File: src/rtl/mem_port_arbiter_if.sv
// Bus bundle between the CPU's fetch port (A), its data port (B) and the
// single downstream memory port. The arbiter takes the slave view; the
// datapath/memory environment takes the master view.
interface mem_port_arbiter_if;
  // port A: instruction fetch, read-only
  logic        read_a;
  logic [15:0] address_a;
  logic        resp_a;
  logic [15:0] rdata_a;
  // port B: data, read/write
  logic        read_b;
  logic        write_b;
  logic [1:0]  wmask_b;
  logic [15:0] address_b;
  logic [15:0] wdata_b;
  logic        resp_b;
  logic [15:0] rdata_b;
  // shared memory side
  logic        mem_read;
  logic        mem_write;
  logic [1:0]  mem_wmask;
  logic [15:0] mem_address;
  logic [15:0] mem_wdata;
  logic        mem_resp;
  logic [15:0] mem_rdata;

  modport slave (
    input  read_a, address_a, read_b, write_b, wmask_b, address_b, wdata_b,
           mem_resp, mem_rdata,
    output resp_a, rdata_a, resp_b, rdata_b,
           mem_read, mem_write, mem_wmask, mem_address, mem_wdata
  );

  modport master (
    output read_a, address_a, read_b, write_b, wmask_b, address_b, wdata_b,
           mem_resp, mem_rdata,
    input  resp_a, rdata_a, resp_b, rdata_b,
           mem_read, mem_write, mem_wmask, mem_address, mem_wdata
  );
endinterface

File: src/rtl/mem_port_arbiter.sv
// Two-port to one-port memory arbiter. Port B (data) beats port A (fetch)
// unless MEM_ARB_ROUND_ROBIN_EN is defined, in which case a 1-bit pointer
// alternates contested grants. The winning request is registered onto the
// mem_* outputs; responses are routed back only to the granted port. A
// watchdog (TIMEOUT_CYCLES, 0 = off) aborts transactions that never respond.
module mem_port_arbiter #(
  parameter int TIMEOUT_CYCLES = 64,
  parameter int TMO_W          = 8
) (
  input  logic                clk,
  input  logic                reset,
  mem_port_arbiter_if.slave   bus,
  output logic                timeout_err
);

  typedef enum logic [1:0] {IDLE, SERVE_A, SERVE_B} state_t;

  localparam logic [TMO_W-1:0] TMO_LIM = TMO_W'(TIMEOUT_CYCLES);

  state_t           state, state_nxt;
  logic             req_a, req_b, prefer_b;
  logic             grant_a, grant_b, done, abort;
  logic [TMO_W-1:0] tmo_cnt, tmo_inc;
  logic             tmo_hit;

  logic             mem_read_q, mem_write_q;
  logic [1:0]       mem_wmask_q;
  logic [15:0]      mem_address_q, mem_wdata_q;

  assign req_a = bus.read_a;
  assign req_b = bus.read_b | bus.write_b;

`ifdef MEM_ARB_ROUND_ROBIN_EN
  // pointer flips toward the port that lost (or wasn't) granted
  always_ff @(posedge clk) begin
    if (reset)                  prefer_b <= 1'b1;
    else if (grant_a | grant_b) prefer_b <= grant_a;
  end
`else
  assign prefer_b = 1'b1;
`endif

  // saturating increment; the abort normally fires long before saturation
  assign tmo_inc = (&tmo_cnt) ? tmo_cnt : tmo_cnt + TMO_W'(1);
  assign tmo_hit = (TIMEOUT_CYCLES != 0) && (tmo_inc == TMO_LIM);

  // state register
  always_ff @(posedge clk) begin
    if (reset) state <= IDLE;
    else       state <= state_nxt;
  end

  // arbitration and transaction completion / abort
  always_comb begin
    state_nxt = state;
    grant_a   = 1'b0;
    grant_b   = 1'b0;
    done      = 1'b0;
    abort     = 1'b0;
    case (state)
      IDLE: begin
        if (req_b && (!req_a || prefer_b)) begin
          grant_b   = 1'b1;
          state_nxt = SERVE_B;
        end else if (req_a) begin
          grant_a   = 1'b1;
          state_nxt = SERVE_A;
        end
      end
      SERVE_A, SERVE_B: begin
        if (bus.mem_resp) begin
          done      = 1'b1;
          state_nxt = IDLE;
        end else if (tmo_hit) begin
          abort     = 1'b1;
          state_nxt = IDLE;
        end
      end
      default: state_nxt = IDLE;
    endcase
  end

  // watchdog: zero while idle so every SERVE entry starts from 0
  always_ff @(posedge clk) begin
    if (reset || state == IDLE) tmo_cnt <= '0;
    else if (!bus.mem_resp)     tmo_cnt <= tmo_inc;
  end

  // abort pulse lands in the IDLE cycle that follows the last SERVE cycle
  always_ff @(posedge clk) begin
    if (reset) timeout_err <= 1'b0;
    else       timeout_err <= abort;
  end

  // capture the winner; hold while serving; zero whenever heading to IDLE
  always_ff @(posedge clk) begin
    if (reset) begin
      mem_read_q    <= 1'b0;
      mem_write_q   <= 1'b0;
      mem_wmask_q   <= '0;
      mem_address_q <= '0;
      mem_wdata_q   <= '0;
    end else if (grant_b) begin
      mem_read_q    <= bus.read_b & ~bus.write_b;  // read+write counts as write
      mem_write_q   <= bus.write_b;
      mem_wmask_q   <= bus.wmask_b;
      mem_address_q <= bus.address_b;
      mem_wdata_q   <= bus.wdata_b;
    end else if (grant_a) begin
      mem_read_q    <= 1'b1;
      mem_write_q   <= 1'b0;
      mem_wmask_q   <= '0;
      mem_address_q <= bus.address_a;
      mem_wdata_q   <= '0;
    end else if (state_nxt == IDLE) begin
      mem_read_q    <= 1'b0;
      mem_write_q   <= 1'b0;
      mem_wmask_q   <= '0;
      mem_address_q <= '0;
      mem_wdata_q   <= '0;
    end
  end

  assign bus.mem_read    = mem_read_q;
  assign bus.mem_write   = mem_write_q;
  assign bus.mem_wmask   = mem_wmask_q;
  assign bus.mem_address = mem_address_q;
  assign bus.mem_wdata   = mem_wdata_q;

  // responses only reach the granted port; a reset cycle kills any in flight
  assign bus.resp_a  = (state == SERVE_A) & bus.mem_resp & ~reset;
  assign bus.resp_b  = (state == SERVE_B) & bus.mem_resp & ~reset;
  assign bus.rdata_a = bus.resp_a ? bus.mem_rdata : 16'h0000;
  assign bus.rdata_b = bus.resp_b ? bus.mem_rdata : 16'h0000;

endmodule

File: src/flat_wrapper.sv
// flat-port wrapper written by rule: the top's interface ports become plain ports
module mem_port_arbiter_flat 
#(
  parameter int TIMEOUT_CYCLES = 64,
  parameter int TMO_W          = 8
)
  (clk, reset, timeout_err, bus_read_a, bus_address_a, bus_read_b, bus_write_b, bus_wmask_b, bus_address_b, bus_wdata_b, bus_mem_resp, bus_mem_rdata, bus_resp_a, bus_rdata_a, bus_resp_b, bus_rdata_b, bus_mem_read, bus_mem_write, bus_mem_wmask, bus_mem_address, bus_mem_wdata);
  mem_port_arbiter_if bus_i ();
  input  logic clk;
  input  logic reset;
  output logic timeout_err;
  input wire logic [$bits(bus_i.read_a)-1:0] bus_read_a;
  input wire logic [$bits(bus_i.address_a)-1:0] bus_address_a;
  input wire logic [$bits(bus_i.read_b)-1:0] bus_read_b;
  input wire logic [$bits(bus_i.write_b)-1:0] bus_write_b;
  input wire logic [$bits(bus_i.wmask_b)-1:0] bus_wmask_b;
  input wire logic [$bits(bus_i.address_b)-1:0] bus_address_b;
  input wire logic [$bits(bus_i.wdata_b)-1:0] bus_wdata_b;
  input wire logic [$bits(bus_i.mem_resp)-1:0] bus_mem_resp;
  input wire logic [$bits(bus_i.mem_rdata)-1:0] bus_mem_rdata;
  output wire logic [$bits(bus_i.resp_a)-1:0] bus_resp_a;
  output wire logic [$bits(bus_i.rdata_a)-1:0] bus_rdata_a;
  output wire logic [$bits(bus_i.resp_b)-1:0] bus_resp_b;
  output wire logic [$bits(bus_i.rdata_b)-1:0] bus_rdata_b;
  output wire logic [$bits(bus_i.mem_read)-1:0] bus_mem_read;
  output wire logic [$bits(bus_i.mem_write)-1:0] bus_mem_write;
  output wire logic [$bits(bus_i.mem_wmask)-1:0] bus_mem_wmask;
  output wire logic [$bits(bus_i.mem_address)-1:0] bus_mem_address;
  output wire logic [$bits(bus_i.mem_wdata)-1:0] bus_mem_wdata;
  assign bus_i.read_a = bus_read_a;
  assign bus_i.address_a = bus_address_a;
  assign bus_i.read_b = bus_read_b;
  assign bus_i.write_b = bus_write_b;
  assign bus_i.wmask_b = bus_wmask_b;
  assign bus_i.address_b = bus_address_b;
  assign bus_i.wdata_b = bus_wdata_b;
  assign bus_i.mem_resp = bus_mem_resp;
  assign bus_i.mem_rdata = bus_mem_rdata;
  assign bus_resp_a = bus_i.resp_a;
  assign bus_rdata_a = bus_i.rdata_a;
  assign bus_resp_b = bus_i.resp_b;
  assign bus_rdata_b = bus_i.rdata_b;
  assign bus_mem_read = bus_i.mem_read;
  assign bus_mem_write = bus_i.mem_write;
  assign bus_mem_wmask = bus_i.mem_wmask;
  assign bus_mem_address = bus_i.mem_address;
  assign bus_mem_wdata = bus_i.mem_wdata;
  mem_port_arbiter #(.TIMEOUT_CYCLES(TIMEOUT_CYCLES), .TMO_W(TMO_W)) u_core (.clk(clk), .reset(reset), .bus(bus_i), .timeout_err(timeout_err));
endmodule
File: config.mk
export PLATFORM = sky130hd
export DESIGN_NAME = mem_port_arbiter_flat
export DESIGN_NICKNAME = d
export VERILOG_FILES = /design/src/rtl/mem_port_arbiter_if.sv /design/src/rtl/mem_port_arbiter.sv /design/src/flat_wrapper.sv
export SDC_FILE = /design/constraint.sdc
export NUM_CORES = 1
export LEC_CHECK = 0
export BUFFER_PORTS_ARGS = -buffer_cell sky130_fd_sc_hd__buf_2
export CORE_MARGIN = 2
export CORE_UTILIZATION = 33
export CTS_BUF_LIST = sky130_fd_sc_hd__clkbuf_4
export DETAILED_ROUTE_END_ITERATION = 8
export GPL_TIMING_DRIVEN = 0
export SYNTH_ARGS = -nofsm -noshare
export SYNTH_HDL_FRONTEND = slang
export SYNTH_SLANG_ARGS = --single-unit
File: constraint.sdc
create_clock -name clk -period 2.9 [get_ports clk]
set_input_delay 0.145 -clock clk [delete_from_list [all_inputs] [get_ports clk]]
set_output_delay 0.145 -clock clk [all_outputs]
set_load 0.05 [all_outputs]
# == Word level (Yosys, flattened, before mapping) ==
# Index checks and enable logic that the tools add are counted.
# totals
wordCells,55
output_inout_bits,71
reg_bits,47
input_bits,72
# op_classes
bitwise,9
mux,27
eq_ne,3
add_sub_neg,1
reduce_logical,7
# ops
operator,count
16-bit two-way mux,7
2-bit two-way mux,7
1-bit two-way mux,11
"8-bit by 1-bit adder with 8-bit output, second input constant",1
"8-bit by 7-bit equality test with 1-bit output, second input constant",1
8-bit two-way mux,1
8-bit AND reduction,1
1-bit AND,5
2-bit zero test,2
2-bit one-hot mux with 2 select lines,1
1-bit NOT,3
3-bit nonzero test,1
3-bit OR reduction,1
"2-bit by 1-bit equality test with 1-bit output, second input constant",1
"2-bit equality test, second input constant",1
2-bit OR reduction,1
1-bit logical OR,1
1-bit bitwise OR,1

# == Logic depth before layout (Yosys ltp) ==
# logic_depth
depth_word,10
ltp_mapped,7
mapped_depth_nobuf,6

# == Worst setup path after synthesis ==
# No wires, ideal clock.
# synth_timing
path_kind,reg2out
from,register u_core.state[1]
to,output bus_rdata_b[10]
arrival_ns,1.967
required_ns,2.755
n_path_buf,2
stages_incl_launch_ff,6
path_slack_ns,0.788
path_cell_list,dfxtp_1 -> ha_1 -> and3b_1 -> clkbuf_1 -> clkbuf_1 -> and2_1
# synth_between
elab_chain_len,4
# synth_lines
item,line_no,rtl
start: declaration,mem_port_arbiter.sv:20,"state_t state, state_nxt;"
start signal: assignment,mem_port_arbiter.sv:50,else state <= state_nxt;
2-bit equality test,mem_port_arbiter.sv:132,assign bus.resp_b = (state == SERVE_B) & bus.mem_resp & ~reset;
1-bit AND (2 in series),mem_port_arbiter.sv:132,
via bus_resp_b,flat_wrapper.sv:23,output wire logic [$bits(bus_i.resp_b)-1:0] bus_resp_b;
16-bit two-way mux,mem_port_arbiter.sv:134,assign bus.rdata_b = bus.resp_b ? bus.mem_rdata : 16'h0000;
end: declaration,flat_wrapper.sv:24,output wire logic [$bits(bus_i.rdata_b)-1:0] bus_rdata_b;
# The timed path passes the listed nets, and every way through them passes these cells.

# == Worst setup path in the final report ==
# layout_timing
from,register u_core.state[1]
to,output bus_rdata_b[11]
# layout_between
elab_chain_len,4
# layout_lines
item,line_no
2-bit equality test,mem_port_arbiter.sv:132
1-bit AND (2 in series),mem_port_arbiter.sv:132
16-bit two-way mux,mem_port_arbiter.sv:134
# No other way between the ends.

==> results.json <==
{
  "synth_top_area_frac": 0.3277,
  "drc": 0,
  "ios": 143,
  "synth_seq_cells": 47,
  "dp_hpwl_um": 6644,
  "syn_inst": 349,
  "path_max_fanout": 10,
  "placed_area_um2": 3707,
  "path_depth": 6,
  "core_um2": 8593,
  "h-tree-depth": 2,
  "wire_per_inst_um": 14.59,
  "max_cap_violations": 0,
  "peakVddDrop_mv": 0.1818,
  "die-area_um2": 9463,
  "synth_area_um2": 2872,
  "ant_nets": 0,
  "grt_max_degree": 15,
  "clkTransAtPathRegs_ns": 0.14,
  "globalplace.congestion": 0.7867,
  "max_stage_delay_ns": 0.47,
  "timing.rr.end": "u_core.bus.mem_wdata[7]",
  "grt_pass1_wl_um": 14810,
  "cp_top_family": "buffers and inverters",
  "tns_ns": 0,
  "fmax_mhz": 429.0,
  "grt_pass1_vias": 2952,
  "die_w_um": 97.28,
  "worstSetupPathType": "reg -> out",
  "final_hold_viol_count": 0,
  "synth_top_cell_by_area": "dfxtp_1",
  "cts_tree": "yes",
  "fin_crit_ns": 2.331,
  "dr.first_iter.drc_count": 135,
  "period_share": 0.8038,
  "clock_latency_ns": 0.36,
  "r2r-start": "u_core.state[0]",
  "end_kind": "primary output",
  "cp.required_ns": 2.76,
  "portBuffers": 140,
  "rows": 34,
  "timing.critical_path.mode_cell": "clkbuf_1",
  "max-slew-margin-rel": 0.5750,
  "rsz0062_at_grt": "false",
  "final_area_um2": 3945,
  "status": "finished clean",
  "start_util": 0.3342,
  "drt-met1-wl_um": 3907,
  "setup_viol": 0,
  "ys_seq_area_frac": 0.3277,
  "dr.pass1.iters": 4,
  "top_layer": "met4",
  "p_switching_uw": 549.7,
  "reg2reg_depth": 7,
  "synth_nets": 426,
  "cts_setup_buffers": 0,
  "met2_length_um": 4393,
  "path_buf_inv": 3,
  "layout-drive-gt1-share": 0.3496,
  "synth.distinct_cells": 50,
  "hold_path.class": "in -> reg",
  "overflow": 0,
  "num_vias": 3276,
  "p_sw_frac": 0.3528,
  "cp.arrival_ns": 2.19,
  "track_usage": 0.1864,
  "final_common_cell": "buf_2",
  "die_h_um": 97.28,
  "critPathSlowestCell": "dfxtp_1",
  "clock-skew-final_ns": 0.01317,
  "p_per_area_nw_per_um2": 394.9,
  "final_max_slew_viol_count": 0,
  "wl_um": 9058,
  "internal_power_uw": 1008,
  "cp-endpoint": "bus_rdata_b[11]",
  "worstPathCellList": "ha_1 -> and3b_1 -> clkbuf_1 -> clkbuf_1 -> and2_1 -> buf_2",
  "pwr-share-comb": 0.292,
  "viasPerCell": 5.275,
  "synth_area_leaders": "dfxtp_1 33%, a22oi_1 9.2%, o21ai_0 7.7%, and2_1 7.2%, nand4b_1 5.5%",
  "clk_path_buf_depth": 2,
  "layout_common_cells": "144 x buf_2, 47 x dfxtp_1, 44 x o21ai_0",
  "r2r_slack_ns": 0.64,
  "cts_buffers": 5,
  "wl_met3_um": 660,
  "root_buffer": "clkbuf_4",
  "clock_power_share": 0.250,
  "antenna_found_initial": 1,
  "start_kind": "register",
  "nets": 589,
  "p_seq_frac": 0.457,
  "leakagePower_uw": 0.001751,
  "synth_warnings": 0,
  "avgSynthCellArea_um2": 8.228,
  "critPathLaunch": "u_core.state[1]",
  "numClockSinks": 47,
  "fillers": 876,
  "syn_to_final_growth_pct": 37.39,
  "tightest_slew_ns": 0.6347
}
-- per-layer routing --
layer | up-vias | GRT usage
li1 | 1620 | -
met2 | 135 | 0.3168
met3 | 8 | 0.03813
met5 | - | 0
met4 | 0 | 0.04274
met1 | 1513 | 0.2444
-- repair_timing --
action,CTS,global route
resized for setup,0,0
endpoints found under the hold margin,14,2
hold buffers,14,2
setup endpoints to repair,0,0
-- worst min path at each step --
| stage | startpoint | slack (ns) | to | cells after the start |
|---|---|---|---|---|
| floorplan | bus_wdata_b[0] | 0.28 | u_core.bus.mem_wdata[0] | 2 |
| global placement | bus_wdata_b[1] | 0.37 | u_core.bus.mem_wdata[1] | 3 |
| detailed placement | bus_wdata_b[1] | 0.37 | u_core.bus.mem_wdata[1] | 3 |
| CTS | bus_wdata_b[0] | 0.002 | u_core.bus.mem_wdata[0] | 3 |
| global route | bus_wmask_b[0] | 0.01 | u_core.bus.mem_wmask[0] | 3 |
| finish | bus_wdata_b[0] | 0.02 | u_core.bus.mem_wdata[0] | 3 |
-- Yosys cell counts, drive strengths merged --
| library cell | number |
|---|---|
| a211oi | 2 |
| or3 | 1 |
| nor3 | 3 |
| nor2b | 2 |
| inv | 6 |
| a41oi | 1 |
| nor2 | 12 |
| and4 | 1 |
| clkbuf | 23 |
| ha | 5 |
| nand4b | 18 |
| a22oi | 35 |
| dfxtp | 47 |
| xnor2 | 4 |
| or2 | 2 |
| and3b | 3 |
| nor4 | 2 |
| o31a | 1 |
| mux2i | 3 |
| buf | 12 |
| and3 | 1 |
| o21ai | 54 |
| or3b | 1 |
| or4b | 1 |
| a21oi | 4 |
| a31oi | 1 |
| nand3 | 21 |
| o22ai | 19 |
| a311oi | 1 |
| and2 | 33 |
| nor4b | 1 |
| nand2b | 1 |
| nor3b | 2 |
| nand2 | 22 |
| o21bai | 1 |
| a2111oi | 3 |
-- worst min-delay path, cell delays in order --
cell and delay, ns:
buf_2 0.08, a22oi_1 0.05, o21ai_0 0.06
-- area by class of cell --
type	instances	area, µm²	area share
Multi-Input combinational cell	261	1727	0.4377
Sequential cell	47	940.9	0.2385
Timing Repair Buffer	156	860.8	0.2182
Buffer	35	181.4	0.04599
Tap cell	108	135.1	0.03425
Clock buffer	5	37.54	0.009515
Clock inverter	2	37.54	0.009515
Inverter	6	22.52	0.005709
Antenna cell	1	2.502	0.0006343
-- registers in the layout (all words and copies together) (netlist names) --
register                cells
u_core.bus.mem_address     16
u_core.bus.mem_read         1
u_core.bus.mem_wdata       16
u_core.bus.mem_wmask        2
u_core.bus.mem_write        1
u_core.state                2
u_core.timeout_err          1
u_core.tmo_cnt              8
-- power groups by stage --
| stage | logic, µW | clock network [µW] | registers (µW) |
|---|---|---|---|
| 2_1_floorplan | 184 | 0 | 841 |
| 3_3_place_gp | 435 | 0 | 725 |
| 3_5_place_dp | 440 | 0 | 726 |
| 4_1_cts | 456 | 408 | 712 |
| 5_1_grt | 493 | 431 | 719 |
| 6_report | 456 | 390 | 713 |
-- cells by family (layout without fill, tap and decap cells) --
group,after synthesis,in the layout,synth area share
compound gates,122,122,0.2797
mux,3,3,0.01046
other cells,0,1,0
simple gates,127,127,0.2771
fa+ha+maj,5,5,0.02179
flops,47,47,0.3277
buf+inv,41,204,0.07102
xor+xnor,4,4,0.01220
-- stage by stage --
stage	setup slack [ns]	util	hold slack (ns)	power [µW]	instances
after CTS	0.5098	0.4565	0.001644	1577	618
final	0.5690	0.4591	0.01819	1558	621
after detailed placement	0.6694	0.4314	0.3727	1167	597
after floorplan	0.7884	-	0.2760	1026	349
after global placement	0.7266	0.4314	0.3669	1161	597
after global routing	0.3525	0.4591	0.01367	1643	621
Note: power is estimated with default switching activity, not from simulation.
